`config.mk`:
```
export PLATFORM = sky130hd
export DESIGN_NAME = zpulse_gate_ctrl_flat
export DESIGN_NICKNAME = d
export VERILOG_FILES = /design/src/rtl/zpulse_pkg.sv /design/src/rtl/zpulse_gate_ctrl_if.sv /design/src/rtl/zpulse_sample_reg.sv /design/src/rtl/zpulse_gate_ctrl.sv /design/src/flat_wrapper.sv
export SDC_FILE = /design/constraint.sdc
export NUM_CORES = 1
export LEC_CHECK = 0
export ABC_AREA = 0
export ABC_CLOCK_PERIOD_IN_PS = 2300
export CAP_MARGIN = 20
export CORE_ASPECT_RATIO = 1.2
export CORE_UTILIZATION = 55
export CTS_CLUSTER_DIAMETER = 40
export DETAILED_ROUTE_END_ITERATION = 8
export DONT_BUFFER_PORTS = 1
export HOLD_SLACK_MARGIN = 0.03
export PLACE_DENSITY_LB_ADDON = 0.08
export SLEW_MARGIN = 20
export SYNTH_ARGS = -nofsm -noshare
export SYNTH_HDL_FRONTEND = slang
export SYNTH_HIERARCHICAL = 1
export SYNTH_SLANG_ARGS = --single-unit
```
`constraint.sdc`:
```
create_clock -name clk -period 2.3 [get_ports clk]
set_clock_uncertainty 0.15 [all_clocks]
set_input_delay 0.46 -clock clk [delete_from_list [all_inputs] [get_ports clk]]
set_output_delay 0.46 -clock clk [all_outputs]
set_load 0.005 [all_outputs]
```
`src/rtl/zpulse_pkg.sv`:
```
// Shared types and constants for the BCD photon pulse counter gate sequencer.
package zpulse_pkg;

   localparam int unsigned ZPC_PERIOD = 80_000;
   localparam int unsigned ZPC_DIGITS = 8;
   localparam int unsigned ZPC_BCD_W  = 4 * ZPC_DIGITS;
   localparam logic [ZPC_BCD_W-1:0] ZPC_SAT_VALUE = 32'h9999_9999;

   typedef enum logic [1:0] {
      StIdle  = 2'd0,
      StRun   = 2'd1,
      StDrain = 2'd2,
      StErr   = 2'd3
   } zpc_state_t;

   // Bits needed to hold the values 0..max_val.
   function automatic int unsigned zpc_cnt_width(input int unsigned max_val);
      return (max_val < 2) ? 1 : $clog2(max_val + 1);
   endfunction

endpackage

```
`src/rtl/zpulse_gate_ctrl_if.sv`:
```
// Command, counter and sample-handshake bundle between the gate sequencer and its host.
interface zpulse_gate_ctrl_if #(
   parameter int unsigned GATES_W = 16,
   parameter int unsigned LOST_W  = 8
) ();
   import zpulse_pkg::*;

   logic                 cmd_start;
   logic                 cmd_stop;
   logic [GATES_W-1:0]   gate_num;
   logic [ZPC_BCD_W-1:0] cnt_bcd;
   logic                 cnt_ovf;
   logic                 cnt_update;
   logic                 cnt_en;
   logic [ZPC_BCD_W-1:0] smp_bcd;
   logic                 smp_ovf;
   logic [GATES_W-1:0]   smp_idx;
   logic                 smp_valid;
   logic                 smp_ready;
   logic                 busy;
   logic                 done;
   logic                 err;
   logic [LOST_W-1:0]    lost_cnt;

   modport master (
      output cmd_start, cmd_stop, gate_num, cnt_bcd, cnt_ovf, cnt_update, smp_ready,
      input  cnt_en, smp_bcd, smp_ovf, smp_idx, smp_valid, busy, done, err, lost_cnt
   );

   modport slave (
      input  cmd_start, cmd_stop, gate_num, cnt_bcd, cnt_ovf, cnt_update, smp_ready,
      output cnt_en, smp_bcd, smp_ovf, smp_idx, smp_valid, busy, done, err, lost_cnt
   );

endinterface

```
`src/rtl/zpulse_sample_reg.sv`:
```
// One-entry valid/ready capture register; a capture into a stalled full entry is dropped
// and counted in a saturating lost counter.
module zpulse_sample_reg
   import zpulse_pkg::*;
#(
   parameter int unsigned GATES_W = 16,
   parameter int unsigned LOST_W  = 8
) (
   input  logic                 clk,
   input  logic                 rst,
   input  logic                 cap_i,
   input  logic [ZPC_BCD_W-1:0] cap_bcd_i,
   input  logic                 cap_ovf_i,
   input  logic [GATES_W-1:0]   cap_idx_i,
   input  logic                 clr_lost_i,
   input  logic                 ready_i,
   output logic [ZPC_BCD_W-1:0] bcd_o,
   output logic                 ovf_o,
   output logic [GATES_W-1:0]   idx_o,
   output logic                 valid_o,
   output logic [LOST_W-1:0]    lost_o
);

   logic [ZPC_BCD_W-1:0] bcd_q, bcd_d;
   logic                 ovf_q, ovf_d;
   logic [GATES_W-1:0]   idx_q, idx_d;
   logic                 valid_q, valid_d;
   logic [LOST_W-1:0]    lost_q, lost_d;
   logic                 load, drop;

   assign load = cap_i & (~valid_q | ready_i);
   assign drop = cap_i & valid_q & ~ready_i;

   always_comb begin
      bcd_d   = bcd_q;
      ovf_d   = ovf_q;
      idx_d   = idx_q;
      valid_d = valid_q;
      lost_d  = lost_q;
      if (load) begin
         bcd_d   = cap_bcd_i;
         ovf_d   = cap_ovf_i;
         idx_d   = cap_idx_i;
         valid_d = 1'b1;
      end else if (valid_q && ready_i) begin
         valid_d = 1'b0;
      end
      if (clr_lost_i) begin
         lost_d = '0;
      end else if (drop && (lost_q != {LOST_W{1'b1}})) begin
         lost_d = lost_q + LOST_W'(1);
      end
   end

   always_ff @(posedge clk or posedge rst) begin
      if (rst) begin
         bcd_q   <= '0;
         ovf_q   <= 1'b0;
         idx_q   <= '0;
         valid_q <= 1'b0;
         lost_q  <= '0;
      end else begin
         bcd_q   <= bcd_d;
         ovf_q   <= ovf_d;
         idx_q   <= idx_d;
         valid_q <= valid_d;
         lost_q  <= lost_d;
      end
   end

   assign bcd_o   = bcd_q;
   assign ovf_o   = ovf_q;
   assign idx_o   = idx_q;
   assign valid_o = valid_q;
   assign lost_o  = lost_q;

endmodule

```
`src/rtl/zpulse_gate_ctrl.sv`:
```
// Gate sequencer for the 8-digit BCD photon pulse counter: window countdown, capture, watchdog.
// Define ZPULSE_SAT_EN to load the saturated reading 9999_9999 on overflowed windows.
module zpulse_gate_ctrl
   import zpulse_pkg::*;
#(
   parameter int unsigned GATES_W  = 16,
   parameter int unsigned LOST_W   = 8,
   parameter int unsigned WDOG_CYC = 80_004
) (
   input logic               clk,
   input logic               rst,
   zpulse_gate_ctrl_if.slave zif
);

   localparam int unsigned WdogW = zpc_cnt_width(WDOG_CYC);
   localparam logic [WdogW-1:0] WdogLast = WdogW'(WDOG_CYC - 1);

   zpc_state_t           state_q, state_d;
   logic [GATES_W-1:0]   remaining_q, remaining_d;
   logic                 cont_q, cont_d;
   logic [GATES_W-1:0]   idx_q, idx_d;
   logic                 ovf_sticky_q, ovf_sticky_d;
   logic [WdogW-1:0]     wdog_q, wdog_d;
   logic                 cnt_en_q, cnt_en_d;
   logic                 done_q, done_d;

   logic                 start_acc, capture, last_cap, wdog_exp;
   logic                 cap_ovf;
   logic [ZPC_BCD_W-1:0] cap_bcd;
   logic                 smp_valid;

   assign start_acc = (state_q == StIdle) & zif.cmd_start & ~zif.cmd_stop;
   assign capture   = (state_q == StRun) & zif.cnt_update;
   assign last_cap  = capture & ~cont_q & (remaining_q == GATES_W'(1));
   assign wdog_exp  = (state_q == StRun) & ~zif.cnt_update & (wdog_q == WdogLast);
   assign cap_ovf   = ovf_sticky_q | zif.cnt_ovf;

`ifdef ZPULSE_SAT_EN
   assign cap_bcd = cap_ovf ? ZPC_SAT_VALUE : zif.cnt_bcd;
`else
   assign cap_bcd = zif.cnt_bcd;
`endif

   always_ff @(posedge clk or posedge rst) begin
      if (rst) begin
         state_q <= StIdle;
      end else begin
         state_q <= state_d;
      end
   end

   always_comb begin
      state_d = state_q;
      unique case (state_q)
         StIdle:  if (start_acc) state_d = StRun;
         StRun: begin
            // A capture coincident with stop is still taken; stop only ends the run.
            if (last_cap || zif.cmd_stop) state_d = StDrain;
            else if (wdog_exp)            state_d = StErr;
         end
         StDrain: if (!smp_valid) state_d = StIdle;
         StErr:   if (zif.cmd_stop) state_d = StIdle;
         default: state_d = StIdle;
      endcase
   end

   always_comb begin
      zif.busy = (state_q != StIdle);
      zif.err  = (state_q == StErr);
      cnt_en_d = (state_d == StRun);
      done_d   = (state_q == StDrain) && (state_d == StIdle);
   end

   always_comb begin
      remaining_d  = remaining_q;
      cont_d       = cont_q;
      idx_d        = idx_q;
      ovf_sticky_d = ovf_sticky_q;
      wdog_d       = wdog_q;
      if (start_acc) begin
         remaining_d  = zif.gate_num;
         cont_d       = (zif.gate_num == '0);
         idx_d        = '0;
         ovf_sticky_d = 1'b0;
         wdog_d       = '0;
      end else if (state_q == StRun) begin
         if (capture) begin
            idx_d        = idx_q + GATES_W'(1);
            ovf_sticky_d = 1'b0;
            wdog_d       = '0;
            if (!cont_q) remaining_d = remaining_q - GATES_W'(1);
         end else begin
            wdog_d = wdog_q + WdogW'(1);
            if (zif.cnt_ovf) ovf_sticky_d = 1'b1;
         end
      end
   end

   always_ff @(posedge clk or posedge rst) begin
      if (rst) begin
         remaining_q  <= '0;
         cont_q       <= 1'b0;
         idx_q        <= '0;
         ovf_sticky_q <= 1'b0;
         wdog_q       <= '0;
         cnt_en_q     <= 1'b0;
         done_q       <= 1'b0;
      end else begin
         remaining_q  <= remaining_d;
         cont_q       <= cont_d;
         idx_q        <= idx_d;
         ovf_sticky_q <= ovf_sticky_d;
         wdog_q       <= wdog_d;
         cnt_en_q     <= cnt_en_d;
         done_q       <= done_d;
      end
   end

   assign zif.cnt_en = cnt_en_q;
   assign zif.done   = done_q;

   zpulse_sample_reg #(
      .GATES_W (GATES_W),
      .LOST_W  (LOST_W)
   ) u_sample_reg (
      .clk        (clk),
      .rst        (rst),
      .cap_i      (capture),
      .cap_bcd_i  (cap_bcd),
      .cap_ovf_i  (cap_ovf),
      .cap_idx_i  (idx_q),
      .clr_lost_i (start_acc),
      .ready_i    (zif.smp_ready),
      .bcd_o      (zif.smp_bcd),
      .ovf_o      (zif.smp_ovf),
      .idx_o      (zif.smp_idx),
      .valid_o    (smp_valid),
      .lost_o     (zif.lost_cnt)
   );

   assign zif.smp_valid = smp_valid;

endmodule

```
`src/flat_wrapper.sv`:
```
// flat-port wrapper written by rule: the top's interface ports become plain ports
module zpulse_gate_ctrl_flat import zpulse_pkg::*;
#(
   parameter int unsigned GATES_W  = 16,
   parameter int unsigned LOST_W   = 8,
   parameter int unsigned WDOG_CYC = 80_004
)
  (clk, rst, zif_cmd_start, zif_cmd_stop, zif_gate_num, zif_cnt_bcd, zif_cnt_ovf, zif_cnt_update, zif_smp_ready, zif_cnt_en, zif_smp_bcd, zif_smp_ovf, zif_smp_idx, zif_smp_valid, zif_busy, zif_done, zif_err, zif_lost_cnt);
  zpulse_gate_ctrl_if #(.GATES_W(GATES_W), .LOST_W(LOST_W)) zif_i ();
  input logic clk;
  input logic rst;
  input wire logic [$bits(zif_i.cmd_start)-1:0] zif_cmd_start;
  input wire logic [$bits(zif_i.cmd_stop)-1:0] zif_cmd_stop;
  input wire logic [$bits(zif_i.gate_num)-1:0] zif_gate_num;
  input wire logic [$bits(zif_i.cnt_bcd)-1:0] zif_cnt_bcd;
  input wire logic [$bits(zif_i.cnt_ovf)-1:0] zif_cnt_ovf;
  input wire logic [$bits(zif_i.cnt_update)-1:0] zif_cnt_update;
  input wire logic [$bits(zif_i.smp_ready)-1:0] zif_smp_ready;
  output wire logic [$bits(zif_i.cnt_en)-1:0] zif_cnt_en;
  output wire logic [$bits(zif_i.smp_bcd)-1:0] zif_smp_bcd;
  output wire logic [$bits(zif_i.smp_ovf)-1:0] zif_smp_ovf;
  output wire logic [$bits(zif_i.smp_idx)-1:0] zif_smp_idx;
  output wire logic [$bits(zif_i.smp_valid)-1:0] zif_smp_valid;
  output wire logic [$bits(zif_i.busy)-1:0] zif_busy;
  output wire logic [$bits(zif_i.done)-1:0] zif_done;
  output wire logic [$bits(zif_i.err)-1:0] zif_err;
  output wire logic [$bits(zif_i.lost_cnt)-1:0] zif_lost_cnt;
  assign zif_i.cmd_start = zif_cmd_start;
  assign zif_i.cmd_stop = zif_cmd_stop;
  assign zif_i.gate_num = zif_gate_num;
  assign zif_i.cnt_bcd = zif_cnt_bcd;
  assign zif_i.cnt_ovf = zif_cnt_ovf;
  assign zif_i.cnt_update = zif_cnt_update;
  assign zif_i.smp_ready = zif_smp_ready;
  assign zif_cnt_en = zif_i.cnt_en;
  assign zif_smp_bcd = zif_i.smp_bcd;
  assign zif_smp_ovf = zif_i.smp_ovf;
  assign zif_smp_idx = zif_i.smp_idx;
  assign zif_smp_valid = zif_i.smp_valid;
  assign zif_busy = zif_i.busy;
  assign zif_done = zif_i.done;
  assign zif_err = zif_i.err;
  assign zif_lost_cnt = zif_i.lost_cnt;
  zpulse_gate_ctrl #(.GATES_W(GATES_W), .LOST_W(LOST_W), .WDOG_CYC(WDOG_CYC)) u_core (.clk(clk), .rst(rst), .zif(zif_i));
endmodule
```
### Word level (Yosys, flattened, before mapping)

Cells that the tools add are included.

| word-level totals | value |
|---|---|
| register bits | 113 |
| output and inout bits | 62 |
| input bits | 55 |
| word-level logic and storage cells | 82 |

| operators by class | value |
|---|---|
| muxes and demuxes | 24 |
| equality and inequality tests | 8 |
| add/sub/neg operators | 4 |
| bitwise logic cells | 17 |
| reduce and logical (&&, ||, !) cells | 16 |

Operators by type and width:

| kind | count |
|---|---|
| 16-bit two-way mux | 7 |
| 17-bit two-way mux | 3 |
| 17-bit by 1-bit adder with 17-bit output (second input constant) | 1 |
| 17-bit equality test (second input constant) | 1 |
| 16-bit by 1-bit adder with 16-bit output (second input constant) | 1 |
| 16-bit by 1-bit equality test with 1-bit output (second input constant) | 1 |
| 16-bit logical NOT | 1 |
| 8-bit two-way mux | 2 |
| 16-bit by 1-bit subtractor with 16-bit output (second input constant) | 1 |
| 1-bit AND | 10 |
| 2-bit two-way mux | 5 |
| 2-bit nonzero test | 5 |
| 8-bit by 1-bit adder with 8-bit output (second input constant) | 1 |
| 8-bit inequality test (second input constant) | 1 |
| 2-bit one-hot mux with 4 select lines | 1 |
| 1-bit two-way mux | 6 |
| 1-bit NOT | 5 |
| 2-bit by 1-bit equality test with 1-bit output (second input constant) | 2 |
| 2-bit equality test (second input constant) | 2 |
| 2-bit logical NOT | 2 |
| 2-bit AND reduction | 2 |
| 1-bit logical AND | 3 |
| 3-bit AND reduction | 1 |
| 3-bit nonzero test | 1 |
| other kinds (3) | 4 |

### Logic depth before layout (Yosys ltp)

| depth | value |
|---|---|
| depth after elaboration | 9 |
| gate-level depth with buffers | 8 |
| depth with buffers taken out | 6 |

### Cells and area by module

The synthesis kept the hierarchy.

Modules (own cells, without submodules):

| module | cells each | area each (sq um) | seq. area each (sq um) | instances |
|---|---|---|---|---|
| zpulse_gate_ctrl | 321 | 2,972.9 | 1,376.3 | 1 |
| zpulse_sample_reg | 149 | 2,296.0 | 1,451.4 | 1 |

### Least setup slack after synthesis

OpenSTA, ideal clock, no wires.

| timing | value |
|---|---|
| kind | flip-flop to flip-flop |
| start | reg u_core.state_q[0] |
| end | reg u_core.u_sample_reg.lost_q[0] (netlist: u_core/u_sample_reg/lost_o[0]) |
| arrival | 1.798 ns |
| data required time | 2.021 ns |
| library setup time | 0.129 ns |
| clock period less this slack | 2.077 ns |
| buffers on the path | 5 |
| cell stages (with the launch flop) | 9 |
| slack | 0.223 ns |
| path through | dfrtp_1 -> buf_2 -> or4b_1 -> buf_2 -> inv_1 -> buf_4 -> buf_4 -> buf_1 -> nor2_1 |

| on the way | value |
|---|---|
| elaborated cells between the ends (all ways) | 10 |
| classes of those cells | eq/ne: 1; mux: 1; bitwise: 5; reduce/logical: 3 |

RTL lines:

| what | RTL line | RTL |
|---|---|---|
| start, declared | zpulse_gate_ctrl.sv:18 | `zpc_state_t state_q, state_d;` |
| start signal, assigned | zpulse_gate_ctrl.sv:46 | `state_q <= StIdle;` |
| start signal, assigned | zpulse_gate_ctrl.sv:48 | `state_q <= state_d;` |
| 2-bit logical NOT (*) | zpulse_gate_ctrl.sv:32 | `assign start_acc = (state_q == StIdle) & zif.cmd_start & ~zif.cmd_stop;` |
| 1-bit AND (*) (2 in a row) | zpulse_gate_ctrl.sv:32 |  |
| via u_core.start_acc | zpulse_gate_ctrl.sv:27 | `logic start_acc, capture, last_cap, wdog_exp;` |
| 8-bit two-way mux / 2-bit nonzero test (equally long branches) | n/a |  |
| end signal, assigned | zpulse_sample_reg.sv:67 | `lost_q <= lost_d;` |
| end, declared | zpulse_sample_reg.sv:28 | `logic [LOST_W-1:0] lost_q, lost_d;` |

The timed path passes the listed nets; every way through them passes the cells marked *.
A chain may end at the register's enable or synchronous reset.

### Final worst setup path

| timing | value |
|---|---|
| start | reg u_core.state_q[1] |
| end | reg u_core.u_sample_reg.lost_q[7] (netlist: u_core/u_sample_reg/lost_o[7]) |

| on the way | value |
|---|---|
| longest elaborated chain between the ends | 6 |
| elaborated cells between the ends (all ways) | 10 |
| classes of those cells | eq/ne: 1; mux: 1; bitwise: 5; reduce/logical: 3 |

Ends and longest elaborated chain:

| what | RTL line | RTL |
|---|---|---|
| 2-bit by 1-bit equality test with 1-bit output | zpulse_gate_ctrl.sv:33 | `assign capture = (state_q == StRun) & zif.cnt_update;` |
| 1-bit AND | zpulse_gate_ctrl.sv:33 |  |
| via u_core.capture | zpulse_gate_ctrl.sv:27 |  |
| 1-bit AND (2 in a row) | zpulse_sample_reg.sv:32 | `assign drop = cap_i & valid_q & ~ready_i;` |
| 1-bit logical AND | zpulse_sample_reg.sv:50 | `end else if (drop && (lost_q != {LOST_W{1'b1}})) begin` |
| 2-bit nonzero test (no source line) | n/a |  |

The timed path passes the listed nets, and every way through them passes these cells.

==> flow_summary.json <==
{
  "syn_area_sq_um": 5270,
  "routabilityCongestion": 0.847,
  "hold_class": "input pin to register",
  "portBuffers": 0,
  "tns_ns": 0,
  "cts_buffers": 17,
  "first_pass_iters": 5,
  "worst_slew_pin_slew_ns": 0.537,
  "grt-ovfl-total": 0,
  "path_cells": "nand3b_4, inv_2, and3b_1, o211ai_4, or3_1, a21oi_1",
  "dp_cells": 579,
  "die_height_um": 109,
  "slowest_stage": "dfrtp_1",
  "grt_pass1_wl_mm": 18.5,
  "vias_per_cell": 5.77,
  "htree_levels": 4,
  "startpoint_type": "register",
  "critPathKind": "register to register",
  "rows": 38,
  "instances_no_fill": 664,
  "grt_max_degree": 40,
  "ys_ff_latch": 113,
  "synth.distinct_cells": 55,
  "crit_path_max_fanout": 10,
  "core_area_sq_um": 9180,
  "fmax_mhz": 486,
  "synthCells": 470,
  "cp_slowest_stage_delay_ns": 0.46,
  "rsz0062_at_grt": "false",
  "yosys_warnings": 6,
  "setup_violations": 0,
  "drc": 0,
  "max_cap_viol_count": 0,
  "synthTopCellsByArea": "dfrtp_1 (54%), mux2_1 (8.3%), o21ai_0 (4.0%)",
  "max-slew-margin-rel_pct": 63.8,
  "initial_core_util_pct": 57.4,
  "drt_iter0_drc": 189,
  "status": "complete, no violations",
  "drive_gt1_share_pct": 13.4,
  "end_kind": "register",
  "dp_hpwl_mm": 7.28,
  "synth_top_cell_area_share_pct": 53.7,
  "synth_edf_count": 0,
  "report.final.slew_viol_count": 0,
  "num_antenna_cells": 0,
  "clk_path_buf_depth": 2,
  "cts_tree": "done",
  "ys.flop_type": "dfrtp_1",
  "ios": 117,
  "cp.required_ns": 2.59,
  "power.density_nw_per_um2": 895,
  "synth_fp_nets": 530,
  "avgSynthCellArea_sq_um": 11.2,
  "totalPowerFinal_mw": 5.83,
  "final_nets": 591,
  "leakagePower_nw": 2.86,
  "antenna_found_initial": 0,
  "grt_use_total_pct": 24.3,
  "ys_seq_area_share_pct": 53.7,
  "clkTransAtPathRegs_ns": 0.06,
  "detail_route.wl_per_cell_um": 17.1,
  "cts-root-buf": "clkbuf_8",
  "crit_arrival_ns": 2.34,
  "async_flop_share_pct": 100,
  "routed-via-count": 3828,
  "fin_crit_ns": 2.06,
  "hold_viol_final": 0,
  "irDropWorstVdd_uv": 574,
  "die_x_um": 91.3,
  "wirelength_mm": 11.3,
  "min_period_over_period_pct": 89.4,
  "drtAntennaViolNets": 0,
  "clock_latency_ns": 0.51,
  "cts.sinks": 113,
  "synth_area_leader_cell": "dfrtp_1",
  "whs_ns": 0.0723,
  "post_cts_buffers": 0,
  "fp.dieArea_sq_um": 9980,
  "area_delta_synth_final_pct": 23.6,
  "grt_pass1_vias": 3834
}
per-layer routing:
metal	up-vias	wire [um]	GRT usage (%)
met4	0	156	8.16
met1	1901	4630	28.8
met5	-	0	0
met2	116	5980	43.2
met3	12	570	6.42
li1	1799	-	-
registers in the layout (all words and copies together) (netlist names):
register,count
u_core/u_sample_reg/bcd_o,32
u_core/wdog_q,17
u_core/idx_q,16
u_core/remaining_q,16
u_core/u_sample_reg/idx_o,16
u_core/u_sample_reg/lost_o,8
u_core/state_q,2
u_core/cont_q,1
u_core/ovf_sticky_q,1
u_core/u_sample_reg/ovf_o,1
u_core/u_sample_reg/valid_o,1
u_core/zif.cnt_en,1
u_core/zif.done,1
worst paths after layout:
path / end / slack, ns / cells after the start / startpoint
max in group asynchronous: u_core/remaining_q[10]$_DFFE_PP0P_ / 1.06 / 3 / rst
min in group asynchronous: u_core/idx_q[6]$_DFFE_PP0P_ / 0.30 / 2 / rst
hold / removal: u_core/cont_q$_DFFE_PP0P_ / 0.07 / 3 / zif_gate_num[8]
setup reg to reg: u_core/u_sample_reg/lost_o[7]$_DFFE_PP0P_ / 0.24 / 6 / u_core/state_q[1]$_DFF_PP0_
setup / recovery: u_core/u_sample_reg/lost_o[7]$_DFFE_PP0P_ / 0.24 / 6 / u_core/state_q[1]$_DFF_PP0_
hold reg to reg: u_core/wdog_q[16]$_DFFE_PP0P_ / 0.34 / 1 / u_core/wdog_q[16]$_DFFE_PP0P_
power breakdown:
| part | switching [mW] | internal [mW] |
|---|---|---|
| Combinational | 0.366 | 0.403 |
| Sequential | 0.344 | 2.34 |
| Clock | 0.944 | 1.44 |
critical path: cells and delay by family (launching register included):
family                 cells  cell delay, ns
DFF                        1            0.46
AOI/OAI and AO/OA          2            0.26
and+or+nand+nor            3            0.93
buffers and inverters      1            0.17
synth_stat cells (10+ instances only):
master   number
dfrtp_1     113
o21ai_0      42
mux2_1       39
nand2_1      37
nor2_1       28
xor2_1       16
a21oi_1      15
nand4_1      14
xnor2_1      14
mux2_2       11
nand3_1      11
buf_2        10
inv_1        10
layout make-up:
cell class / instances / area [sq um]
clock buffer: 17 / 414
timing repair buffer: 64 / 663
sequential: 113 / 2830
multi-input combinational: 324 / 2280
inverter: 11 / 41.3
clock inverter: 15 / 140
fill: 655 / 2660
tap: 120 / 150
repair_timing:
| item | 4_1_cts | 5_1_grt |
|---|---|---|
| gates resized for setup | 0 | 0 |
| hold endpoints to repair | 91 | 0 |
| setup endpoints to repair | 0 | 0 |
| hold buffers | 53 | 0 |
cell families (layout without fill, tap and decap cells):
logic type | after synthesis | in the layout | share of synthesized area (%)
flip-flops | 113 | 113 | 53.7
multiplexers | 51 | 51 | 10.9
AO/OA/AOI/OAI | 80 | 80 | 8.76
buffers and inverters | 33 | 107 | 3.16
adder cells (fa/ha/maj) | 5 | 5 | 1.19
XOR/XNOR | 30 | 30 | 4.99
AND/OR/NAND/NOR | 158 | 158 | 17.4
through the flow:
step / utilization [%] / cell area (sq um) / setup WS, ns
floorplan: - / 5270 / 0.223
global placement: 59.2 / 5430 / 0.310
detailed placement: 59.2 / 5430 / 0.265
CTS: 71.0 / 6510 / 0.254
global route: 71.0 / 6510 / 0.0820
finish: 71.0 / 6510 / 0.243
layout by cell type, fill, tap and decap left out, drive strengths merged, types with 2 or more instances in the layout:
master       instances
nand4               17
o21bai               2
dfrtp              113
nand3               11
and3                 7
clkbuf              17
a21oi               15
nor3                 7
nand2               38
nand3b               2
xnor2               14
nand2b               3
nor4b                2
or3                  6
nor4                10
clkinv               9
nand4b               2
nor2b                6
nor2                28
o211ai               2
a31oi                5
o21ai               49
dlygate4sd3         53
and2                 5
nor3b                3
buf                 11
and2b                2
mux2                50
and4                 2
ha                   5
clkinvlp             4
or2                  3
o311ai               2
inv                 12
o2111ai              2
xor2                16
No activity file was read; power rests on OpenSTA's default activity.
